**src/rtl/cmd_credit_arbiter_pkg.sv**
```systemverilog
// -----------------------------------------------------------------------------
// GLOBALS_AFU_PKG
// Shared AFU definitions used by the command credit arbiter and its credit
// counters.
//   cu_id_t             : compute-unit requester identifier
//   CREDITS_READ/WRITE  : default PSL read/write credit pool sizes
//   CREDIT_COUNTER_BITS : width of a credit pool counter (holds 0..32)
//   cmd_credit_state_t  : arbiter control states
// -----------------------------------------------------------------------------
package GLOBALS_AFU_PKG;

  localparam int CU_ID_RANGE = 8;
  typedef logic [CU_ID_RANGE-1:0] cu_id_t;

  localparam int CREDITS_READ  = 32;
  localparam int CREDITS_WRITE = 32;

  localparam int CREDIT_COUNTER_BITS = 6;

  typedef enum logic [1:0] {
    IDLE  = 2'd0,
    RUN   = 2'd1,
    DRAIN = 2'd2
  } cmd_credit_state_t;

endpackage

```
**src/rtl/cmd_credit_arbiter_credit_counter.sv**
```systemverilog
// -----------------------------------------------------------------------------
// credit_counter
// One PSL credit pool. Starts full at MAX, decrements on grant, increments on
// credit_return. A simultaneous grant and return leave the count unchanged.
// A return into a full pool (without a grant) is dropped and flagged.
// Ports:
//   clock, reset   : rising-edge clock, synchronous active-high reset
//   grant          : one credit consumed this cycle (only issued when nonzero)
//   credit_return  : one credit returned this cycle
//   count          : registered available credits
//   nonzero        : count > 0
//   full           : count == MAX
//   overflow       : this cycle's return hit a full pool (single-cycle flag)
// -----------------------------------------------------------------------------
module credit_counter
  import GLOBALS_AFU_PKG::*;
#(
  parameter int MAX = 32
) (
  input  logic                           clock,
  input  logic                           reset,
  input  logic                           grant,
  input  logic                           credit_return,
  output logic [CREDIT_COUNTER_BITS-1:0] count,
  output logic                           nonzero,
  output logic                           full,
  output logic                           overflow
);

  localparam logic [CREDIT_COUNTER_BITS-1:0] MAX_CNT = CREDIT_COUNTER_BITS'(MAX);

  assign nonzero  = (count != '0);
  assign full     = (count == MAX_CNT);
  assign overflow = credit_return && !grant && full;

  always_ff @(posedge clock) begin
    if (reset) begin
      count <= MAX_CNT;
    end else begin
      case ({grant, credit_return})
        2'b10:   if (nonzero) count <= count - 1'b1;
        2'b01:   if (!full)   count <= count + 1'b1;
        default: count <= count;
      endcase
    end
  end

endmodule

```
**src/rtl/cmd_credit_arbiter.sv**
```systemverilog
// -----------------------------------------------------------------------------
// cmd_credit_arbiter
// Merges the read and write command streams into one registered command
// stream toward AFU-Control, gated by separate read/write credit pools.
// Dropping enabled_in drains the block: no new grants, and drained_out rises
// once every credit is home and the output register is empty.
//
// Optional feature: define CMD_CREDIT_STATS_EN to build the saturating stall
// counters; otherwise the stall-count outputs are tied to 0.
//
// Ports:
//   clock, reset                 : rising-edge clock, sync active-high reset
//   enabled_in                   : 1 = grants allowed, 1->0 starts drain
//   read_cmd_*  / write_cmd_*    : requester valid/ready, address, cu_id
//   cmd_valid_out / cmd_ready_in : merged output handshake
//   cmd_is_write_out, cmd_address_out, cmd_cu_id_out : granted command
//   rsp_valid_in, rsp_is_write_in: one credit returned to the selected pool
//   read_credits_out, write_credits_out : available credits (registered)
//   drained_out                  : block idle with all credits home
//   credit_error_out             : sticky, a credit was returned to a full pool
//   read/write_stall_count_out   : cycles stalled on an empty pool
// -----------------------------------------------------------------------------
module cmd_credit_arbiter
  import GLOBALS_AFU_PKG::*;
#(
  parameter int CREDITS_READ  = GLOBALS_AFU_PKG::CREDITS_READ,
  parameter int CREDITS_WRITE = GLOBALS_AFU_PKG::CREDITS_WRITE,
  parameter int CU_ID_RANGE   = GLOBALS_AFU_PKG::CU_ID_RANGE
) (
  input  logic                           clock,
  input  logic                           reset,
  input  logic                           enabled_in,
  input  logic                           read_cmd_valid_in,
  output logic                           read_cmd_ready_out,
  input  logic [63:0]                    read_cmd_address_in,
  input  logic [CU_ID_RANGE-1:0]         read_cmd_cu_id_in,
  input  logic                           write_cmd_valid_in,
  output logic                           write_cmd_ready_out,
  input  logic [63:0]                    write_cmd_address_in,
  input  logic [CU_ID_RANGE-1:0]         write_cmd_cu_id_in,
  output logic                           cmd_valid_out,
  input  logic                           cmd_ready_in,
  output logic                           cmd_is_write_out,
  output logic [63:0]                    cmd_address_out,
  output logic [CU_ID_RANGE-1:0]         cmd_cu_id_out,
  input  logic                           rsp_valid_in,
  input  logic                           rsp_is_write_in,
  output logic [CREDIT_COUNTER_BITS-1:0] read_credits_out,
  output logic [CREDIT_COUNTER_BITS-1:0] write_credits_out,
  output logic                           drained_out,
  output logic                           credit_error_out,
  output logic [31:0]                    read_stall_count_out,
  output logic [31:0]                    write_stall_count_out
);

  cmd_credit_state_t state;
  logic last_grant_write;

  logic read_nonzero, read_full, read_overflow;
  logic write_nonzero, write_full, write_overflow;
  logic out_free, can_grant;
  logic read_elig, write_elig;
  logic grant_read, grant_write;
  logic read_ret, write_ret;

  // The output register can take a new command when empty or being consumed.
  assign out_free  = !cmd_valid_out || cmd_ready_in;
  assign can_grant = (state == RUN) && out_free && !reset;

  assign read_elig  = read_cmd_valid_in  && read_nonzero;
  assign write_elig = write_cmd_valid_in && write_nonzero;

  // Round-robin: on contention the side not granted last wins. last_grant_write
  // resets to 1 so the first contended arbitration goes to read.
  assign grant_read  = can_grant && read_elig  && (!write_elig || last_grant_write);
  assign grant_write = can_grant && write_elig && (!read_elig  || !last_grant_write);

  assign read_cmd_ready_out  = grant_read;
  assign write_cmd_ready_out = grant_write;

  assign read_ret  = rsp_valid_in && !rsp_is_write_in;
  assign write_ret = rsp_valid_in &&  rsp_is_write_in;

  credit_counter #(.MAX(CREDITS_READ)) u_read_credits (
    .clock         (clock),
    .reset         (reset),
    .grant         (grant_read),
    .credit_return (read_ret),
    .count         (read_credits_out),
    .nonzero       (read_nonzero),
    .full          (read_full),
    .overflow      (read_overflow)
  );

  credit_counter #(.MAX(CREDITS_WRITE)) u_write_credits (
    .clock         (clock),
    .reset         (reset),
    .grant         (grant_write),
    .credit_return (write_ret),
    .count         (write_credits_out),
    .nonzero       (write_nonzero),
    .full          (write_full),
    .overflow      (write_overflow)
  );

  // Control FSM, registered drained flag and output command register.
  always_ff @(posedge clock) begin
    if (reset) begin
      state            <= IDLE;
      drained_out      <= 1'b1;
      credit_error_out <= 1'b0;
      last_grant_write <= 1'b1;
      cmd_valid_out    <= 1'b0;
      cmd_is_write_out <= 1'b0;
      cmd_address_out  <= '0;
      cmd_cu_id_out    <= '0;
    end else begin
      case (state)
        IDLE: begin
          if (enabled_in) begin
            state       <= RUN;
            drained_out <= 1'b0;
          end
        end
        RUN: begin
          if (!enabled_in) state <= DRAIN;
        end
        DRAIN: begin
          if (enabled_in) begin
            state <= RUN;
          end else if (read_full && write_full && !cmd_valid_out) begin
            state       <= IDLE;
            drained_out <= 1'b1;
          end
        end
        default: begin
          state       <= IDLE;
          drained_out <= 1'b1;
        end
      endcase

      if (read_overflow || write_overflow) credit_error_out <= 1'b1;

      if (grant_read || grant_write) begin
        last_grant_write <= grant_write;
        cmd_valid_out    <= 1'b1;
        cmd_is_write_out <= grant_write;
        cmd_address_out  <= grant_write ? write_cmd_address_in : read_cmd_address_in;
        cmd_cu_id_out    <= grant_write ? write_cmd_cu_id_in   : read_cmd_cu_id_in;
      end else if (cmd_ready_in) begin
        cmd_valid_out <= 1'b0;
      end
    end
  end

`ifdef CMD_CREDIT_STATS_EN
  function automatic logic [31:0] sat_inc(input logic [31:0] v);
    return (v == 32'hFFFF_FFFF) ? v : v + 32'd1;
  endfunction

  // A stall is a cycle where the requester wants to issue but its pool is empty.
  always_ff @(posedge clock) begin
    if (reset) begin
      read_stall_count_out  <= '0;
      write_stall_count_out <= '0;
    end else begin
      if (state == RUN && read_cmd_valid_in && !read_nonzero)
        read_stall_count_out <= sat_inc(read_stall_count_out);
      if (state == RUN && write_cmd_valid_in && !write_nonzero)
        write_stall_count_out <= sat_inc(write_stall_count_out);
    end
  end
`else
  assign read_stall_count_out  = '0;
  assign write_stall_count_out = '0;
`endif

endmodule

```
**config.mk**
```make
export PLATFORM = sky130hd
export DESIGN_NAME = cmd_credit_arbiter
export DESIGN_NICKNAME = d
export VERILOG_FILES = /design/src/rtl/cmd_credit_arbiter_pkg.sv /design/src/rtl/cmd_credit_arbiter_credit_counter.sv /design/src/rtl/cmd_credit_arbiter.sv
export SDC_FILE = /design/constraint.sdc
export NUM_CORES = 1
export LEC_CHECK = 0
export BUFFER_PORTS_ARGS = -buffer_cell sky130_fd_sc_hd__buf_2
export CAP_MARGIN = 20
export CORE_ASPECT_RATIO = 1.4
export CORE_MARGIN = 2
export CORE_UTILIZATION = 43
export DETAILED_ROUTE_END_ITERATION = 7
export GPL_TIMING_DRIVEN = 0
export PLACE_DENSITY = 0.78
export SYNTH_ARGS = -nofsm -noshare
export SYNTH_HDL_FRONTEND = slang
export SYNTH_HIERARCHICAL = 1
export SYNTH_SLANG_ARGS = --single-unit
```
**constraint.sdc**
```tcl
create_clock -name clock -period 3.4 [get_ports clock]
set_input_delay 0.34 -clock clock [delete_from_list [all_inputs] [get_ports clock]]
set_output_delay 0.34 -clock clock [all_outputs]
set_load 0.01 [all_outputs]
```
Word-level counts from Yosys, hierarchy flattened
Index checks and enable logic that the tools add are counted.
{"block": "totals", "regBits": 91, "inputBits": 152, "out_inout_bits": 154, "wordCells": 90}
{"block": "op_classes", "n_addsub": 4, "eq_ne": 17, "mux": 19, "bitwise": 1, "n_reduce_logical": 39}
{"cell": "2-to-1 mux 64 bit", "count": 1}
{"cell": "2-to-1 mux 6 bit", "count": 4}
{"cell": "case mux 6 bit (2 select lines)", "count": 2}
{"cell": "logical AND 1 bit", "count": 16}
{"cell": "!= test 2 bit, second input constant", "count": 8}
{"cell": "adder 6 x 1 -> 6 bit, second input constant", "count": 2}
{"cell": "equality test 6 bit, second input constant", "count": 2}
{"cell": "nonzero test 6 bit", "count": 2}
{"cell": "subtractor 6 x 1 -> 6 bit, second input constant", "count": 2}
{"cell": "AND reduction 3 bit", "count": 3}
{"cell": "logical NOT 1 bit", "count": 8}
{"cell": "2-to-1 mux 2 bit", "count": 4}
{"cell": "2-to-1 mux 8 bit", "count": 1}
{"cell": "equality test 2 x 1 -> 1 bit, second input constant", "count": 3}
{"cell": "equality test 2 bit, second input constant", "count": 3}
{"cell": "case mux 2 bit (3 select lines)", "count": 1}
{"cell": "nonzero test 2 bit", "count": 3}
{"cell": "logical OR 1 bit", "count": 5}
{"cell": "2-to-1 mux 1 bit", "count": 5}
{"cell": "AND reduction 4 bit", "count": 1}
{"cell": "!= test 3 bit, second input constant", "count": 1}
{"cell": "case mux 1 bit (3 select lines)", "count": 1}
{"cell": "logical NOT 2 bit", "count": 1}
{"cell": "NOT 1 bit", "count": 1}

Logic depth before layout (Yosys ltp)
{"block": "logic_depth", "ltp_word": 10, "mapped_depth": 15, "depth_no_buf": 12}

By module
The synthesis kept the hierarchy.
{"mod": "cmd_credit_arbiter", "n_inst": 1, "cells_each": 650, "area_per_inst_um2": 5366.4, "seq_area_each_um2": 1581.5}
{"mod": "credit_counter", "n_inst": 2, "cells_each": 48, "area_per_inst_um2": 476.7, "seq_area_each_um2": 120.1}

Least setup slack after synthesis
OpenSTA, ideal clock, no wires.
{"block": "synth_timing", "kind": "reg-to-reg", "from": "reg u_read_credits.count[3]", "to": "reg u_write_credits.count[5]", "setup_time_ps": 114, "arrival_ps": 3745, "required_ps": 3286, "setup_slack_ps": -459, "stages_incl_launch_ff": 16, "n_path_buf": 3, "period_less_slack_ps": 3859, "path_cell_list": "dfxtp_1 > or4_4 > or3_4 > and3_1 > clkbuf_1 > clkbuf_1 > or4_1 > inv_1 > nand2b_4 > buf_2 > ha_1 > a211oi_1 > nor2_1 > mux2i_1 > a31o_1 > a21o_1"}
{"block": "synth_via", "elab_chain_len": 8, "word_cells_on_any_way": 12, "cone_classes": "eq/ne: 4; mux: 1; reduce/logical: 7"}
{"element": "start: declaration", "line": "cmd_credit_arbiter_credit_counter.sv:24", "text": "output logic [CREDIT_COUNTER_BITS-1:0] count,"}
{"element": "start signal: assignment", "line": "cmd_credit_arbiter_credit_counter.sv:41", "text": "2'b10: if (nonzero) count <= count - 1'b1;"}
{"element": "start signal: assignment", "line": "cmd_credit_arbiter_credit_counter.sv:42", "text": "2'b01: if (!full) count <= count + 1'b1;"}
{"element": "start signal: assignment", "line": "cmd_credit_arbiter_credit_counter.sv:43", "text": "default: count <= count;"}
{"element": "nonzero test 6 bit (*)", "line": "cmd_credit_arbiter_credit_counter.sv:32", "text": "assign nonzero = (count != '0);"}
{"element": "net read_nonzero", "line": "cmd_credit_arbiter.sv:59", "text": "logic read_nonzero, read_full, read_overflow;"}
{"element": "logical AND 1 bit (*)", "line": "cmd_credit_arbiter.sv:70", "text": "assign read_elig = read_cmd_valid_in && read_nonzero;"}
{"element": "logical NOT 1 bit (*)", "line": "cmd_credit_arbiter.sv:76", "text": "assign grant_write = can_grant && write_elig && (!read_elig || !last_grant_write);"}
{"element": "logical OR 1 bit (*)", "line": "cmd_credit_arbiter.sv:76"}
{"element": "logical AND 1 bit (*)", "line": "cmd_credit_arbiter.sv:76"}
{"element": "net write_cmd_ready_out", "line": "cmd_credit_arbiter.sv:38", "text": "output logic write_cmd_ready_out,"}
{"element": "equality test 2 x 1 -> 1 bit or equality test 2 bit (tied branches)", "line": "cmd_credit_arbiter_credit_counter.sv:40", "text": "case ({grant, credit_return})"}
{"element": "!= test 2 bit (no line) or nonzero test 2 bit (tied branches)"}
{"element": "AND reduction 3 bit (no line)"}
{"element": "end signal: assignment", "line": "cmd_credit_arbiter_credit_counter.sv:41"}
{"element": "end signal: assignment", "line": "cmd_credit_arbiter_credit_counter.sv:42"}
{"element": "end signal: assignment", "line": "cmd_credit_arbiter_credit_counter.sv:43"}
{"element": "end: declaration", "line": "cmd_credit_arbiter_credit_counter.sv:24"}
The timed path passes the listed nets; every way through them passes the cells marked *.
A chain may end at the register's enable or synchronous reset.

Final worst setup path
{"block": "layout_timing", "from": "reg u_read_credits.count[4]", "to": "reg u_write_credits.count[5]"}
{"block": "layout_via", "elab_chain_len": 8, "word_cells_on_any_way": 12, "cone_classes": "eq/ne: 4; mux: 1; reduce/logical: 7"}
{"element": "nonzero test 6 bit (*)", "line": "cmd_credit_arbiter_credit_counter.sv:32"}
{"element": "net read_nonzero", "line": "cmd_credit_arbiter.sv:59"}
{"element": "logical AND 1 bit (*)", "line": "cmd_credit_arbiter.sv:70"}
{"element": "logical NOT 1 bit (*)", "line": "cmd_credit_arbiter.sv:76"}
{"element": "logical OR 1 bit (*)", "line": "cmd_credit_arbiter.sv:76"}
{"element": "logical AND 1 bit (*)", "line": "cmd_credit_arbiter.sv:76"}
{"element": "equality test 2 x 1 -> 1 bit or equality test 2 bit (tied branches)", "line": "cmd_credit_arbiter_credit_counter.sv:40"}
{"element": "!= test 2 bit (no line) or nonzero test 2 bit (tied branches)"}
{"element": "AND reduction 3 bit (no line)"}
Marks and branches as above.

==> summary.md <==
| Metric | Value |
|---|---|
| Hold Buf Count CTS | 0 |
| Dpl hpwl | 16880 um |
| I/O pins | 306 |
| Longest Clk Path Bufs | 2 |
| Register area share after synthesis | 28.83% |
| Synth Area in Simple Gates | 19.88% |
| Setup ws final | 0.05578 ns |
| Fill count | 1401 |
| DP Worst Slack | -0.4646 ns |
| Diodes inserted | 0 |
| Post-synth EDFFs | 0 |
| Overall Global Routing Usage | 27.88% |
| Clock sinks | 91 |
| Core area | 0.01444 mm2 |
| Final Cycle Share | 98.36% |
| Tmin final | 3.344 ns |
| IO buf count | 241 |
| Top FF cell, synth | dfxtp_1 |
| Register bit total from synthesis | 91 |
| Max transition margin | 40.96% |
| DRC | 0 |
| Clock edge transition at the registers on the reported setup and hold paths | 0.07 ns |
| Crit-path slowest cell | or4_4 |
| Layout area overhead | 35.46% |
| Final setup vio count | 0 |
| Kind of critical path | flip-flop to flip-flop |
| CTS root buffer | clkbuf_16 |
| Critical path's top delay family | simple AND/OR/NAND/NOR gates |
| First-pass GRT wire length | 35640 um |
| Grt ovf | 0 |
| Dpl cell area | 0.008094 mm2 |
| Post-synthesis xor/xnor area fraction | 0.8315% |
| Peak supply drop | 0.0002768 V |
| Layout Nets | 1234 |
| Pwr Density | 450.4 mW/mm2 |
| Vias in the first global route | 7173 |
| Cell Area, Synth | 0.006320 mm2 |
| Async S/R FF share, synth | 0% |
| R2R setup slack | 0.06 ns |
| Max Slew Vio Count | 0 |
| Die X-Extent | 106.5 um |
| Critical Path Start Type | flip-flop |
| Gate Count Post-Synth | 746 |
| Die area | 0.01570 mm2 |
| DR WL/cell | 18.30 um |
| Max stage delay on crit path | 0.54 ns |
| Initial antenna violation count | 1 |
| Final design area excluding fillers | 0.008561 mm2 |
| Via count | 7606 |
| Yosys cell types | 45 |
| Vias per cell | 6.008 |
| Post-Synth Adder-Cell Area | 2.217% |
| Unrepaired setup endpoints after global routing | true |
| Arr. time, crit path | 3.58 ns |
| Fraction of layout cells with a size suffix above 1 | 35.93% |
| Ys Warns | 6 |
| Worst Path Max Fanout | 9 |
| Worst Max-Slew Pin Slew | 0.8856 ns |
| Footprint of the multi-input gates | 0.003835 mm2 |
| 1st-iter DRT viols | 439 |
| FF/Latch Area | 0.001831 mm2 |
| Mux contribution to synthesized area | 1.267% |
| Syn Area/Cell | 8.472 um2 |
| Largest net degree at the start of global routing | 19 |
| Post-route ant nets | 0 |
| Worst Hold Class | primary input to flip-flop |
| Maximum clock frequency | 0.2990 GHz |
| Req. time, crit path | 3.64 ns |
| Largest family of logic cells by synthesized area | compound AO/OA/AOI/OAI gates |
| Status | complete, no violations |
| Final Skew | 0.01091 ns |
| Row Count | 52 |
| CP Capture Type | flip-flop |
| CTS buffer count | 9 |
| Final hold violation count | 0 |
| GPL Wtd Cong | 0.9023 |
| Worst-path cell chain | or4_4 > or3_4 > and3_4 > or4_4 > inv_4 > nand2b_4 > buf_12 > ha_4 > a211oi_2 > nor2_2 > mux2i_1 > a31o_1 > a21o_1 |
| # H-tree levels | 3 |
| Initial Util | 43.75% |
| Final Util | 59.27% |
| Post-synthesis compound-gate area fraction | 31.34% |
| Cell mode on critical path | or4_4 |
| TritonCTS clock tree | yes |
| WP buf/inv | 2 |
| Floorplan die height | 147.4 um |
| Leakage | 3.563 nW |
| Clk Latency, worst-skew pair | 0.35 ns |
| DRT Pass-1 Iters | 8 |
| MaxCap Viol Count | 0 |
| Detailed Route WL | 23160 um |
[path summary, 6_finish.rpt]
| check | from | endpoint | cells past startpoint |
|---|---|---|---|
| worst max register to register | u_read_credits/count[4] | u_write_credits/count[5] | 13 |
| worst min register to register | cmd_is_write_out | cmd_is_write_out | 2 |
| worst max-delay path | u_read_credits/count[4] | u_write_credits/count[5] | 13 |
| worst min-delay path | enabled_in | state[1] | 2 |
[per-stage QoR]
step	cells	setup TNS, ns	power, mW	hold WS [ns]
floorplan	809	-0.1788	2.241	0.4050
global placement	1239	-1.843	2.638	0.4520
detailed placement	1239	-1.957	2.663	0.4530
CTS	1256	-0.02553	3.782	0.2033
global route	1266	-0.09731	4.054	0.2194
finish	1266	0	3.856	0.2159
[where the power goes]
| part | internal (mW) | total, mW | switching (mW) |
|---|---|---|---|
| sequential | 1.16 | 1.26 | 0.0916 |
| clock | 0.665 | 1.11 | 0.449 |
| combinational | 0.644 | 1.49 | 0.842 |
| total | 2.47 | 3.86 | 1.38 |
[flip-flops by register name, summed over array words and instances (netlist names), 2 cells and up]
name	count
cmd_address_out	64
cmd_cu_id_out	8
u_write_credits/count	6
state	2
u_read_credits/count	6
[per-layer routing]
layer  up-vias  share of wire, %  GRT usage (%)
met5         -             0.047              0
met1      3521                36          32.32
met2       453                52          50.35
met3        59               8.6          3.880
met4         2               3.2          12.79
li1       3571                 -              -
[what timing repair did]
item | 4_1_cts | 5_1_grt
setup endpoints to repair | 8 | 72
resized for setup | 8 | 18
buffers inserted | 4 | 11
pin swaps | 3 | 9
[cells by family after synthesis]
family / count (synthesis)
AOI/OAI and AO/OA: 248
and+or+nand+nor: 201
buffers and inverters: 181
DFF: 91
adders and majority gates: 10
muxes: 8
xor gates and xnor gates: 6
other: 1
[cell usage after synthesis (3+ instances only)]
cell type / count / area share, %
a211oi_1: 9 / 1.1
a21o_1: 6 / 0.71
a21oi_1: 3 / 0.24
a311oi_1: 72 / 10
a31oi_1: 72 / 7.1
and2_1: 4 / 0.40
and3_1: 5 / 0.49
buf_2: 4 / 0.32
buf_4: 64 / 7.6
buf_6: 8 / 1.4
clkbuf_1: 102 / 6.1
dfxtp_1: 91 / 29
ha_1: 8 / 1.6
mux2i_1: 8 / 1.3
nand2_1: 4 / 0.24
nand3_1: 72 / 5.7
nor2_1: 16 / 0.95
nor2b_1: 6 / 0.59
nor3_1: 5 / 0.40
o21ai_0: 3 / 0.24
o41ai_1: 72 / 10
or4_1: 73 / 8.7
xnor2_1: 6 / 0.83
[cell type report]
class                      instances  share of cell area [%]
buffer                           174                   11.66
clock inverter                     6                   1.038
clock buffer                      10                   2.792
multi-input combinational        537                   44.80
inverter                           3                  0.1608
sequential                        91                   21.38
tap                              189                   2.762
timing repair buffer             256                   15.40
[cell usage in the layout, fill, tap and decap left out, types with 7 or more instances in the layout]
cell type,n
nor2_1,14
or4_1,72
clkbuf_16,9
a31oi_1,72
buf_6,9
dfxtp_1,86
a311oi_1,72
nand3_1,72
clkbuf_1,90
o41ai_1,72
buf_4,79
mux2i_1,7
conb_1,64
buf_2,243
No activity file was read; power rests on OpenSTA's default activity.
